`config.mk`:
```
export PLATFORM = sky130hd
export DESIGN_NAME = exe_alu_stage_flat
export DESIGN_NICKNAME = d
export VERILOG_FILES = /design/src/rtl/arm_pkg.sv /design/src/rtl/exe_alu_stage_if.sv /design/src/rtl/cond_check.sv /design/src/rtl/exe_alu_stage.sv /design/src/flat_wrapper.sv
export SDC_FILE = /design/constraint.sdc
export NUM_CORES = 1
export LEC_CHECK = 0
export ABC_CLOCK_PERIOD_IN_PS = 5100
export CAP_MARGIN = 20
export CORE_MARGIN = 10
export CORE_UTILIZATION = 49
export CTS_CLUSTER_DIAMETER = 50
export DETAILED_ROUTE_END_ITERATION = 8
export GPL_ROUTABILITY_DRIVEN = 1
export PLACE_DENSITY = 0.82
export SLEW_MARGIN = 20
export SYNTH_ARGS = -nofsm -noshare
export SYNTH_HDL_FRONTEND = slang
export SYNTH_HIERARCHICAL = 1
export SYNTH_SLANG_ARGS = --single-unit
```
`constraint.sdc`:
```
create_clock -name clk -period 5.1 [get_ports clk]
set_input_delay 1.02 -clock clk [delete_from_list [all_inputs] [get_ports clk]]
set_output_delay 1.02 -clock clk [all_outputs]
set_load 0.03 [all_outputs]
```
`src/rtl/arm_pkg.sv`:
```
// ARM execute-stage shared encodings.
// ALU commands, condition codes and NZCV bit positions.
package arm_pkg;

  localparam logic [3:0] CMD_MOV = 4'b0001;
  localparam logic [3:0] CMD_MVN = 4'b1001;
  localparam logic [3:0] CMD_ADD = 4'b0010;
  localparam logic [3:0] CMD_ADC = 4'b0011;
  localparam logic [3:0] CMD_SUB = 4'b0100;
  localparam logic [3:0] CMD_SBC = 4'b0101;
  localparam logic [3:0] CMD_AND = 4'b0110;
  localparam logic [3:0] CMD_ORR = 4'b0111;
  localparam logic [3:0] CMD_EOR = 4'b1000;

  localparam logic [3:0] CC_EQ = 4'b0000;
  localparam logic [3:0] CC_NE = 4'b0001;
  localparam logic [3:0] CC_CS = 4'b0010;
  localparam logic [3:0] CC_CC = 4'b0011;
  localparam logic [3:0] CC_MI = 4'b0100;
  localparam logic [3:0] CC_PL = 4'b0101;
  localparam logic [3:0] CC_VS = 4'b0110;
  localparam logic [3:0] CC_VC = 4'b0111;
  localparam logic [3:0] CC_HI = 4'b1000;
  localparam logic [3:0] CC_LS = 4'b1001;
  localparam logic [3:0] CC_GE = 4'b1010;
  localparam logic [3:0] CC_LT = 4'b1011;
  localparam logic [3:0] CC_GT = 4'b1100;
  localparam logic [3:0] CC_LE = 4'b1101;
  localparam logic [3:0] CC_AL = 4'b1110;
  localparam logic [3:0] CC_NV = 4'b1111;

  localparam int N_BIT = 3;
  localparam int Z_BIT = 2;
  localparam int C_BIT = 1;
  localparam int V_BIT = 0;

endpackage

```
`src/rtl/exe_alu_stage_if.sv`:
```
// ID/EXE bundle feeding the execute stage.
// Decode side drives (master), execute side consumes (slave).
interface exe_alu_stage_if #(
  parameter int DATA_W = 32,
  parameter int REG_AW = 4
);
  logic              valid_in;
  logic [3:0]        exe_cmd;
  logic              s_bit;
  logic [3:0]        cond;
  logic              is_branch;
  logic              wb_en_in;
  logic              mem_r_in;
  logic              mem_w_in;
  logic [REG_AW-1:0] dest_in;
  logic [DATA_W-1:0] pc_in;
  logic [23:0]       imm24;
  logic [DATA_W-1:0] val1;
  logic [DATA_W-1:0] val2;
  logic [DATA_W-1:0] val_rm;

  modport master (
    output valid_in, exe_cmd, s_bit, cond,
    output is_branch, wb_en_in, mem_r_in,
    output mem_w_in, dest_in, pc_in, imm24,
    output val1, val2, val_rm
  );

  modport slave (
    input valid_in, exe_cmd, s_bit, cond,
    input is_branch, wb_en_in, mem_r_in,
    input mem_w_in, dest_in, pc_in, imm24,
    input val1, val2, val_rm
  );
endinterface

```
`src/rtl/cond_check.sv`:
```
// ARM condition evaluator.
// Maps cond field and NZCV to a pass bit.
module cond_check
  import arm_pkg::*;
(
  input  logic [3:0] cond_i,
  input  logic [3:0] nzcv_i,
  output logic       pass_o
);

  logic n, z, c, v;

  assign n = nzcv_i[N_BIT];
  assign z = nzcv_i[Z_BIT];
  assign c = nzcv_i[C_BIT];
  assign v = nzcv_i[V_BIT];

  // Decode condition field against current flags
  always_comb begin
    pass_o = 1'b0;
    unique case (cond_i)
      CC_EQ: pass_o = z;
      CC_NE: pass_o = !z;
      CC_CS: pass_o = c;
      CC_CC: pass_o = !c;
      CC_MI: pass_o = n;
      CC_PL: pass_o = !n;
      CC_VS: pass_o = v;
      CC_VC: pass_o = !v;
      CC_HI: pass_o = c & !z;
      CC_LS: pass_o = !c | z;
      CC_GE: pass_o = (n == v);
      CC_LT: pass_o = (n != v);
      CC_GT: pass_o = !z & (n == v);
      CC_LE: pass_o = z | (n != v);
      CC_AL: pass_o = 1'b1;
      CC_NV: pass_o = 1'b0;
      default: pass_o = 1'b0;
    endcase
  end

endmodule

```
`src/rtl/exe_alu_stage.sv`:
```
// ARM execute stage: ALU, condition check, NZCV,
// EXE/MEM register and branch target generation.
module exe_alu_stage
  import arm_pkg::*;
#(
  parameter int DATA_W = 32,
  parameter int REG_AW = 4
) (
  input  logic              clk,
  input  logic              rst_n,
  input  logic              freeze,
  input  logic              flush,
  exe_alu_stage_if.slave    id,
  output logic [DATA_W-1:0] alu_res,
  output logic [DATA_W-1:0] st_val,
  output logic [REG_AW-1:0] dest,
  output logic              wb_en,
  output logic              mem_r,
  output logic              mem_w,
  output logic              valid_out,
  output logic              br_taken,
  output logic [DATA_W-1:0] br_addr,
  output logic [3:0]        nzcv
);

  localparam int MSB = DATA_W - 1;

  logic [DATA_W-1:0] alu_res_q;
  logic [DATA_W-1:0] st_val_q;
  logic [REG_AW-1:0] dest_q;
  logic              wb_en_q, mem_r_q, mem_w_q;
  logic              valid_q;
  logic [3:0]        nzcv_q, nzcv_d;

  logic              pass;
  logic              exec;
  logic              is_sub, is_arith, cin;
  logic [DATA_W-1:0] op_b;
  logic [DATA_W:0]   sum;
  logic [DATA_W-1:0] res_d;
  logic              ovf;

  cond_check u_cond (
    .cond_i (id.cond),
    .nzcv_i (nzcv_q),
    .pass_o (pass)
  );

  assign exec = id.valid_in & pass & !flush;

  // Shared adder: subtraction is val1 + ~val2 + carry-in
  always_comb begin
    is_sub   = 1'b0;
    is_arith = 1'b0;
    cin      = 1'b0;
    unique case (id.exe_cmd)
      CMD_ADD: is_arith = 1'b1;
      CMD_ADC: begin
        is_arith = 1'b1;
        cin      = nzcv_q[C_BIT];
      end
      CMD_SUB: begin
        is_arith = 1'b1;
        is_sub   = 1'b1;
        cin      = 1'b1;
      end
      CMD_SBC: begin
        is_arith = 1'b1;
        is_sub   = 1'b1;
        cin      = nzcv_q[C_BIT];
      end
      default: ;
    endcase
    op_b = is_sub ? ~id.val2 : id.val2;
    sum  = {1'b0, id.val1} + {1'b0, op_b}
         + {{DATA_W{1'b0}}, cin};
    ovf  = (id.val1[MSB] == op_b[MSB])
         & (sum[MSB] != id.val1[MSB]);
  end

  // Result mux and next flags (C/V kept for logic ops)
  always_comb begin
    res_d = '0;
    unique case (id.exe_cmd)
      CMD_MOV: res_d = id.val2;
      CMD_MVN: res_d = ~id.val2;
      CMD_ADD,
      CMD_ADC,
      CMD_SUB,
      CMD_SBC: res_d = sum[MSB:0];
      CMD_AND: res_d = id.val1 & id.val2;
      CMD_ORR: res_d = id.val1 | id.val2;
      CMD_EOR: res_d = id.val1 ^ id.val2;
      default: res_d = '0;
    endcase
    nzcv_d        = nzcv_q;
    nzcv_d[N_BIT] = res_d[MSB];
    nzcv_d[Z_BIT] = (res_d == '0);
    if (is_arith) begin
      nzcv_d[C_BIT] = sum[DATA_W];
      nzcv_d[V_BIT] = ovf;
    end
  end

  // EXE/MEM register and status flags; freeze holds everything
  always_ff @(posedge clk or negedge rst_n) begin
    if (!rst_n) begin
      alu_res_q <= '0;
      st_val_q  <= '0;
      dest_q    <= '0;
      wb_en_q   <= 1'b0;
      mem_r_q   <= 1'b0;
      mem_w_q   <= 1'b0;
      valid_q   <= 1'b0;
      nzcv_q    <= 4'b0000;
    end else if (!freeze) begin
      alu_res_q <= res_d;
      st_val_q  <= id.val_rm;
      dest_q    <= id.dest_in;
      wb_en_q   <= id.wb_en_in & exec;
      mem_r_q   <= id.mem_r_in & exec;
      mem_w_q   <= id.mem_w_in & exec;
      valid_q   <= id.valid_in & !flush;
      if (exec && id.s_bit) nzcv_q <= nzcv_d;
    end
  end

  assign alu_res   = alu_res_q;
  assign st_val    = st_val_q;
  assign dest      = dest_q;
  assign wb_en     = wb_en_q;
  assign mem_r     = mem_r_q;
  assign mem_w     = mem_w_q;
  assign valid_out = valid_q;
  assign nzcv      = nzcv_q;

  assign br_taken = id.is_branch & id.valid_in & pass
                  & !flush & !freeze;
  assign br_addr  = id.pc_in
                  + ({{(DATA_W-24){id.imm24[23]}}, id.imm24} << 2);

endmodule

```
`src/flat_wrapper.sv`:
```
// flat-port wrapper written by rule: the top's interface ports become plain ports
module exe_alu_stage_flat import arm_pkg::*;
#(
  parameter int DATA_W = 32,
  parameter int REG_AW = 4
)
  (clk, rst_n, freeze, flush, alu_res, st_val, dest, wb_en, mem_r, mem_w, valid_out, br_taken, br_addr, nzcv, id_valid_in, id_exe_cmd, id_s_bit, id_cond, id_is_branch, id_wb_en_in, id_mem_r_in, id_mem_w_in, id_dest_in, id_pc_in, id_imm24, id_val1, id_val2, id_val_rm);
  exe_alu_stage_if #(.DATA_W(DATA_W), .REG_AW(REG_AW)) id_i ();
  input  logic clk;
  input  logic rst_n;
  input  logic freeze;
  input  logic flush;
  output logic [DATA_W-1:0] alu_res;
  output logic [DATA_W-1:0] st_val;
  output logic [REG_AW-1:0] dest;
  output logic wb_en;
  output logic mem_r;
  output logic mem_w;
  output logic valid_out;
  output logic br_taken;
  output logic [DATA_W-1:0] br_addr;
  output logic [3:0] nzcv;
  input wire logic [$bits(id_i.valid_in)-1:0] id_valid_in;
  input wire logic [$bits(id_i.exe_cmd)-1:0] id_exe_cmd;
  input wire logic [$bits(id_i.s_bit)-1:0] id_s_bit;
  input wire logic [$bits(id_i.cond)-1:0] id_cond;
  input wire logic [$bits(id_i.is_branch)-1:0] id_is_branch;
  input wire logic [$bits(id_i.wb_en_in)-1:0] id_wb_en_in;
  input wire logic [$bits(id_i.mem_r_in)-1:0] id_mem_r_in;
  input wire logic [$bits(id_i.mem_w_in)-1:0] id_mem_w_in;
  input wire logic [$bits(id_i.dest_in)-1:0] id_dest_in;
  input wire logic [$bits(id_i.pc_in)-1:0] id_pc_in;
  input wire logic [$bits(id_i.imm24)-1:0] id_imm24;
  input wire logic [$bits(id_i.val1)-1:0] id_val1;
  input wire logic [$bits(id_i.val2)-1:0] id_val2;
  input wire logic [$bits(id_i.val_rm)-1:0] id_val_rm;
  assign id_i.valid_in = id_valid_in;
  assign id_i.exe_cmd = id_exe_cmd;
  assign id_i.s_bit = id_s_bit;
  assign id_i.cond = id_cond;
  assign id_i.is_branch = id_is_branch;
  assign id_i.wb_en_in = id_wb_en_in;
  assign id_i.mem_r_in = id_mem_r_in;
  assign id_i.mem_w_in = id_mem_w_in;
  assign id_i.dest_in = id_dest_in;
  assign id_i.pc_in = id_pc_in;
  assign id_i.imm24 = id_imm24;
  assign id_i.val1 = id_val1;
  assign id_i.val2 = id_val2;
  assign id_i.val_rm = id_val_rm;
  exe_alu_stage #(.DATA_W(DATA_W), .REG_AW(REG_AW)) u_core (.clk(clk), .rst_n(rst_n), .freeze(freeze), .flush(flush), .id(id_i), .alu_res(alu_res), .st_val(st_val), .dest(dest), .wb_en(wb_en), .mem_r(mem_r), .mem_w(mem_w), .valid_out(valid_out), .br_taken(br_taken), .br_addr(br_addr), .nzcv(nzcv));
endmodule
```
After elaboration in Yosys (flattened, before gate mapping)

Cells that the tools add are included.

Bits in registers: 76
Input port bits: 174
Output and inout port bits: 109

Add/sub/neg operators: 3
Equality and inequality tests: 28
Mux-type cells: 6
Bitwise operators: 20
Reduce and logical (&&, ||, !) cells: 14

Operators with widths:

| kind                                                             | number |
|---|---|
| 32-bit case mux with 6 select lines                              | 1 |
| 4-bit == test (second input constant)                            | 10 |
| 32-bit by 32-bit adder with 33-bit output                        | 1 |
| 33-bit by 1-bit adder with 33-bit output                         | 1 |
| 32-bit adder                                                     | 1 |
| 32-bit AND                                                       | 1 |
| 4-bit by 3-bit == test with 1-bit output (second input constant) | 8 |
| 32-bit zero test                                                 | 1 |
| 32-bit two-way mux                                               | 1 |
| 32-bit inverter                                                  | 1 |
| 32-bit bitwise OR                                                | 1 |
| 32-bit XOR                                                       | 1 |
| 4-bit by 2-bit == test with 1-bit output (second input constant) | 4 |
| 1-bit case mux with 16 select lines                              | 1 |
| 1-bit AND                                                        | 13 |
| 4-bit by 1-bit == test with 1-bit output (second input constant) | 2 |
| 1-bit zero test                                                  | 6 |
| 4-bit zero test                                                  | 1 |
| 2-bit OR reduction                                               | 2 |
| 4-bit OR reduction                                               | 1 |
| 3-bit AND reduction                                              | 1 |
| 1-bit == test                                                    | 2 |
| 1-bit two-way mux                                                | 2 |
| 1-bit inequality test                                            | 2 |
| other kinds (5)                                                  | 6 |

Logic depth before layout (Yosys ltp)

Depth in word-level cells: 8
Mapped depth: 23
Gate-level depth less buffers: 18

Cells and area by module

Netlist, hierarchy kept.

Modules (own cells, without submodules):

| module        | instances | cells each | area an instance (um^2) | seq. area each (um^2) |
|---|---|---|---|---|
| exe_alu_stage | 1         | 1092       | 9054.9                  | 1901.8 |
| cond_check    | 1         | 23         | 155.1                   | 0.0 |

Least setup slack after synthesis

Ideal clock, no wire load.

Path type: input port to flip-flop
Start point: in id_exe_cmd[0]
End point: reg u_core.nzcv_q[2] (netlist: u_core/nzcv[2])
Arrival time: 5.109 ns
Required time: 5.024 ns
Slack: -0.086 ns
Stages: 23
Path through: buf_4 > buf_6 > buf_2 > buf_1 > clkbuf_1 > nand2_1 > o21ai_0 > a21oi_1 > nor2_1 > fa_1 > inv_1 > fa_1 > nand2b_1 > a21oi_1 > o31ai_1 > and4_1 > or3_1 > and2_1 > a311oi_1 > nand4_1 > nor4_1 > nand4_1 > o21ai_1

Word-level cells in the longest chain between the ends: 8
Elaborated cells between the ends (all ways): 19
Those cells by class: 2 x add/sub; 9 x eq/ne; 4 x mux; 4 x reduce/logical

RTL lines:

| element                                   | line                                     | RTL |
|---|---|---|
| from (decl)                               | flat_wrapper.sv:24                       | `input wire logic [$bits(id_i.exe_cmd)-1:0] id_exe_cmd;` |
| 4-bit by 3-bit == test with 1-bit output  | exe_alu_stage.sv:56, exe_alu_stage.sv:84 |  |
| 2-bit OR reduction (no source line)       | -                                        |  |
| 1-bit two-way mux                         | exe_alu_stage.sv:56                      | `unique case (id.exe_cmd)` |
| 32-bit two-way mux                        | exe_alu_stage.sv:74                      | `op_b = is_sub ? ~id.val2 : id.val2;` |
| 32-bit by 32-bit adder with 33-bit output | exe_alu_stage.sv:75                      | `sum = {1'b0, id.val1} + {1'b0, op_b}` |
| 33-bit by 1-bit adder with 33-bit output  | exe_alu_stage.sv:76                      | `+ {{DATA_W{1'b0}}, cin};` |
| 32-bit case mux with 6 select lines (*)   | exe_alu_stage.sv:84                      | `unique case (id.exe_cmd)` |
| 32-bit zero test (*)                      | exe_alu_stage.sv:98                      | `nzcv_d[Z_BIT] = (res_d == '0);` |
| to (signal assigned)                      | exe_alu_stage.sv:124                     | `if (exec && id.s_bit) nzcv_q <= nzcv_d;` |
| to (decl)                                 | exe_alu_stage.sv:33                      | `logic [3:0] nzcv_q, nzcv_d;` |

Every way passes the cells marked *; elsewhere a longest branch is shown, timed or not.
A chain may end at the register's enable or synchronous reset.

Worst setup path in the final report

Start point: in id_pc_in[2]
End point: out br_addr[30]

Word-level cells in the longest chain between the ends: 1

RTL lines:

| element      | line                 | RTL |
|---|---|---|
| from (decl)  | flat_wrapper.sv:32   | `input wire logic [$bits(id_i.pc_in)-1:0] id_pc_in;` |
| 32-bit adder | exe_alu_stage.sv:140 | `+ ({{(DATA_W-24){id.imm24[23]}}, id.imm24} << 2);` |
| to (decl)    | flat_wrapper.sv:21   | `output logic [DATA_W-1:0] br_addr;` |

Every way passes these cells.

==> impl_metrics.tcl <==
set metrics [dict create \
    grt_pass1_vias 10200 \
    required_ns 4.08 \
    holdWs_ns 0.5048 \
    hold_violations 0 \
    areaGrowthSynthToFinish_pct 49.63 \
    p_seq_share_pct 22.8 \
    start_kind "input port" \
    drt_iter0_drc 767 \
    drv_cap 0 \
    p_comb_share_pct 57.3 \
    via_count 10210 \
    grt_overflow 0 \
    wl_per_cell_um 19.73 \
    cp_max_fo 2 \
    endpoint_kind "primary output" \
    hold_path_class "reg2reg" \
    syn_inst 1115 \
    fin_area_um2 13780 \
    arrival_ns 3.94 \
    cts-root-buf "clkbuf_16" \
    ys_seq_elements 76 \
    viasPerCell 5.807 \
    clk_pin_slew_ns 0.06 \
    core_um2 18580 \
    holdBufCountCts 0 \
    clock_path_buffers 2 \
    yosysUniqueCellTypes 81 \
    synth_area_per_cell_um2 8.260 \
    p_switching_uw 1312 \
    netlist_area_um2 9210 \
    fmax_mhz 201.6 \
    cellPowerDensity_nw_per_um2 236.6 \
    grt_pass1_wl_um 53700 \
    h-tree-depth 3 \
    cts_made_buffers 9 \
    syn-num-nets 1416 \
    drtAntennaViolNets 0 \
    rrSetupSlack_ns 0.95 \
    cts_tree "built" \
    globalplace.congestion 0.9416 \
    worst_pin_slew_ns 0.9741 \
    cts_sinks 76 \
    rsz0062_at_grt "yes" \
    ys_warn_count 6 \
    routed_wl_um 34680 \
    setup_viol 0 \
    fin_crit_sh_pct 97.28 \
    start_util_pct 49.57 \
    fin_skew_ns 0.005460 \
    portBuffers 278 \
    insertion_delay_ns 0.34 \
    dp_hpwl_um 27190 \
    fin_util_pct 74.17 \
    slew_violations 0 \
    crit_type "in2out" \
    die-width_um 157.1 \
    status "finished, final reports clean" \
    sw_frac_of_total_pct 40.25 \
    die-area_um2 24680 \
    slew_headroom_pct 35.06 \
    fin_crit_ns 4.961 \
    ir_worst_vdd_v 0.0002278 \
    fin_nets 1819 \
    die_h_um 157.1 \
    final_common_cell "clkdlybuf4s50_1" \
    drc_errors 0 \
    yosysSeqAreaShare_pct 20.65 \
    rows 50 \
    leakagePower_uw 0.006256 \
    synth_ff_type "dfrtp_1" \
    synth-edff-count 0 \
    drive_above_1_share_pct 21.01 \
    async_flop_share_pct 100.0 \
    p_int_uw 1948 \
    num_io_pins 283 \
    power_frac_clock_pct 19.9 \
    place_area_um2 13200 \
    grt_antenna_before_repair 1 \
    dr.pass1.iters 5 \
    grt_use_total_pct 26.73 \
    grt_max_degree 77 \
    final_cell_mix "clkdlybuf4s50_1, buf_4, ha_1, nor2_1, inv_1" \
]
cell usage after synthesis, types with 4 or more instances:
library cell | n | area, um2
a211oi_1 | 21 | 157.7
a21o_1 | 14 | 105.1
a21oi_1 | 83 | 415.4
a221oi_1 | 7 | 61.31
a22oi_1 | 24 | 180.2
a31oi_1 | 6 | 37.54
and2_1 | 10 | 62.56
and3_1 | 7 | 43.79
buf_1 | 14 | 52.55
buf_2 | 6 | 30.03
buf_4 | 6 | 45.04
buf_6 | 4 | 45.04
clkbuf_1 | 26 | 97.59
dfrtp_1 | 76 | 1902
ha_1 | 124 | 1551
inv_1 | 94 | 352.8
mux2_2 | 57 | 641.9
mux2i_1 | 17 | 170.2
nand2_1 | 59 | 221.5
nand2b_1 | 14 | 87.58
nand3_1 | 17 | 85.08
nand4_1 | 8 | 50.05
nor2_1 | 92 | 345.3
nor2b_1 | 9 | 56.30
nor3_1 | 23 | 115.1
nor3b_1 | 6 | 45.04
nor4_1 | 7 | 43.79
o211ai_1 | 10 | 75.07
o21a_1 | 13 | 97.59
o21ai_0 | 63 | 315.3
o21ai_1 | 6 | 30.03
o21bai_1 | 6 | 45.04
o221a_2 | 4 | 45.04
o221ai_1 | 7 | 61.31
o22ai_1 | 15 | 93.84
o31a_1 | 4 | 35.03
o31ai_1 | 7 | 52.55
or3_1 | 7 | 43.79
xnor2_1 | 58 | 508.0
xor2_1 | 18 | 157.7
power groups by stage:
stage	Sequential [uW]	Clock [uW]	Combinational (uW)
final	743	650	1870
after global placement	744	0	1770
after CTS	743	660	1830
after floorplan	912	0	816
after detailed placement	752	0	1800
after global routing	753	687	2000
cell type report:
type                       instances  area, um2
inverter                          94      352.8
fill                            1374       4800
timing repair buffer             448       4014
clock buffer                       9      225.2
antenna                            1      2.502
multi-input combinational        889       6917
sequential                        76       1902
tap                              234      292.8
clock inverter                     7      75.07
critical path, cell delays in order:
cell	delay [ns]
buf_6	0.10
ha_4	0.15
inv_2	0.05
fa_2	0.22
nor2b_4	0.06
o31ai_4	0.27
o211ai_1	0.13
buf_4	0.17
a2111oi_4	0.33
o41ai_2	0.16
and4_1	0.22
o31a_1	0.30
nor3_2	0.16
o21bai_1	0.10
a21oi_1	0.17
xnor2_1	0.14
buf_4	0.19
path summary, 6_finish.rpt:
path,startpoint,end,cells after the start
max,id_pc_in[2],br_addr[30],17
min,u_core/alu_res[26],u_core/alu_res[26],1
max reg2reg,u_core/nzcv[1],u_core/nzcv[2],18
min reg2reg,u_core/alu_res[26],u_core/alu_res[26],1
max in group asynchronous,rst_n,u_core/alu_res[27],1
min in group asynchronous,rst_n,u_core/alu_res[1],1
flip-flops by register name (all words and copies together), names as in the netlist:
name and flops:
u_core/alu_res 32, u_core/st_val 32, u_core/dest 4, u_core/nzcv 4, u_core/mem_r 1, u_core/mem_w 1
u_core/valid_out 1, u_core/wb_en 1
metrics by stage:
step	std cells	total power (uW)	setup WS, ns	TNS [ns]
after detailed placement	1729	2551	-0.3168	-0.8354
final	1758	3261	0.1386	0
after CTS	1754	3233	0.01157	0
after global placement	1729	2514	-0.2072	-0.4491
after global routing	1757	3440	-0.03048	-0.03048
after floorplan	1115	1729	0.07770	0
repair_timing:
item                                    in CTS  in global routing
endpoints found under the setup margin       5                  9
pin swaps                                   28                 35
setup buffers                                9                  4
gates resized for setup                     43                 48
metal layers:
metal	track usage (%)	routed length (um)	part of all wire, %
met1	31.81	14000	40
met4	7.614	940	2.7
met3	4.558	2279	6.6
met2	48.18	17460	50
met5	0	0	0
logic make-up (layout without fill, tap and decap cells):
family	Yosys count	after routing	share of synthesized area, %
AO/OA/AOI/OAI	327	327	23.45
AND/OR/NAND/NOR	285	285	15.60
buffers and inverters	150	558	6.765
adder cells (fa/ha/maj)	127	127	17.50
XOR/XNOR	76	76	7.227
flip-flops	76	76	20.65
multiplexers	74	74	8.817
other	0	1	0
(Power assumes the default switching activity.)
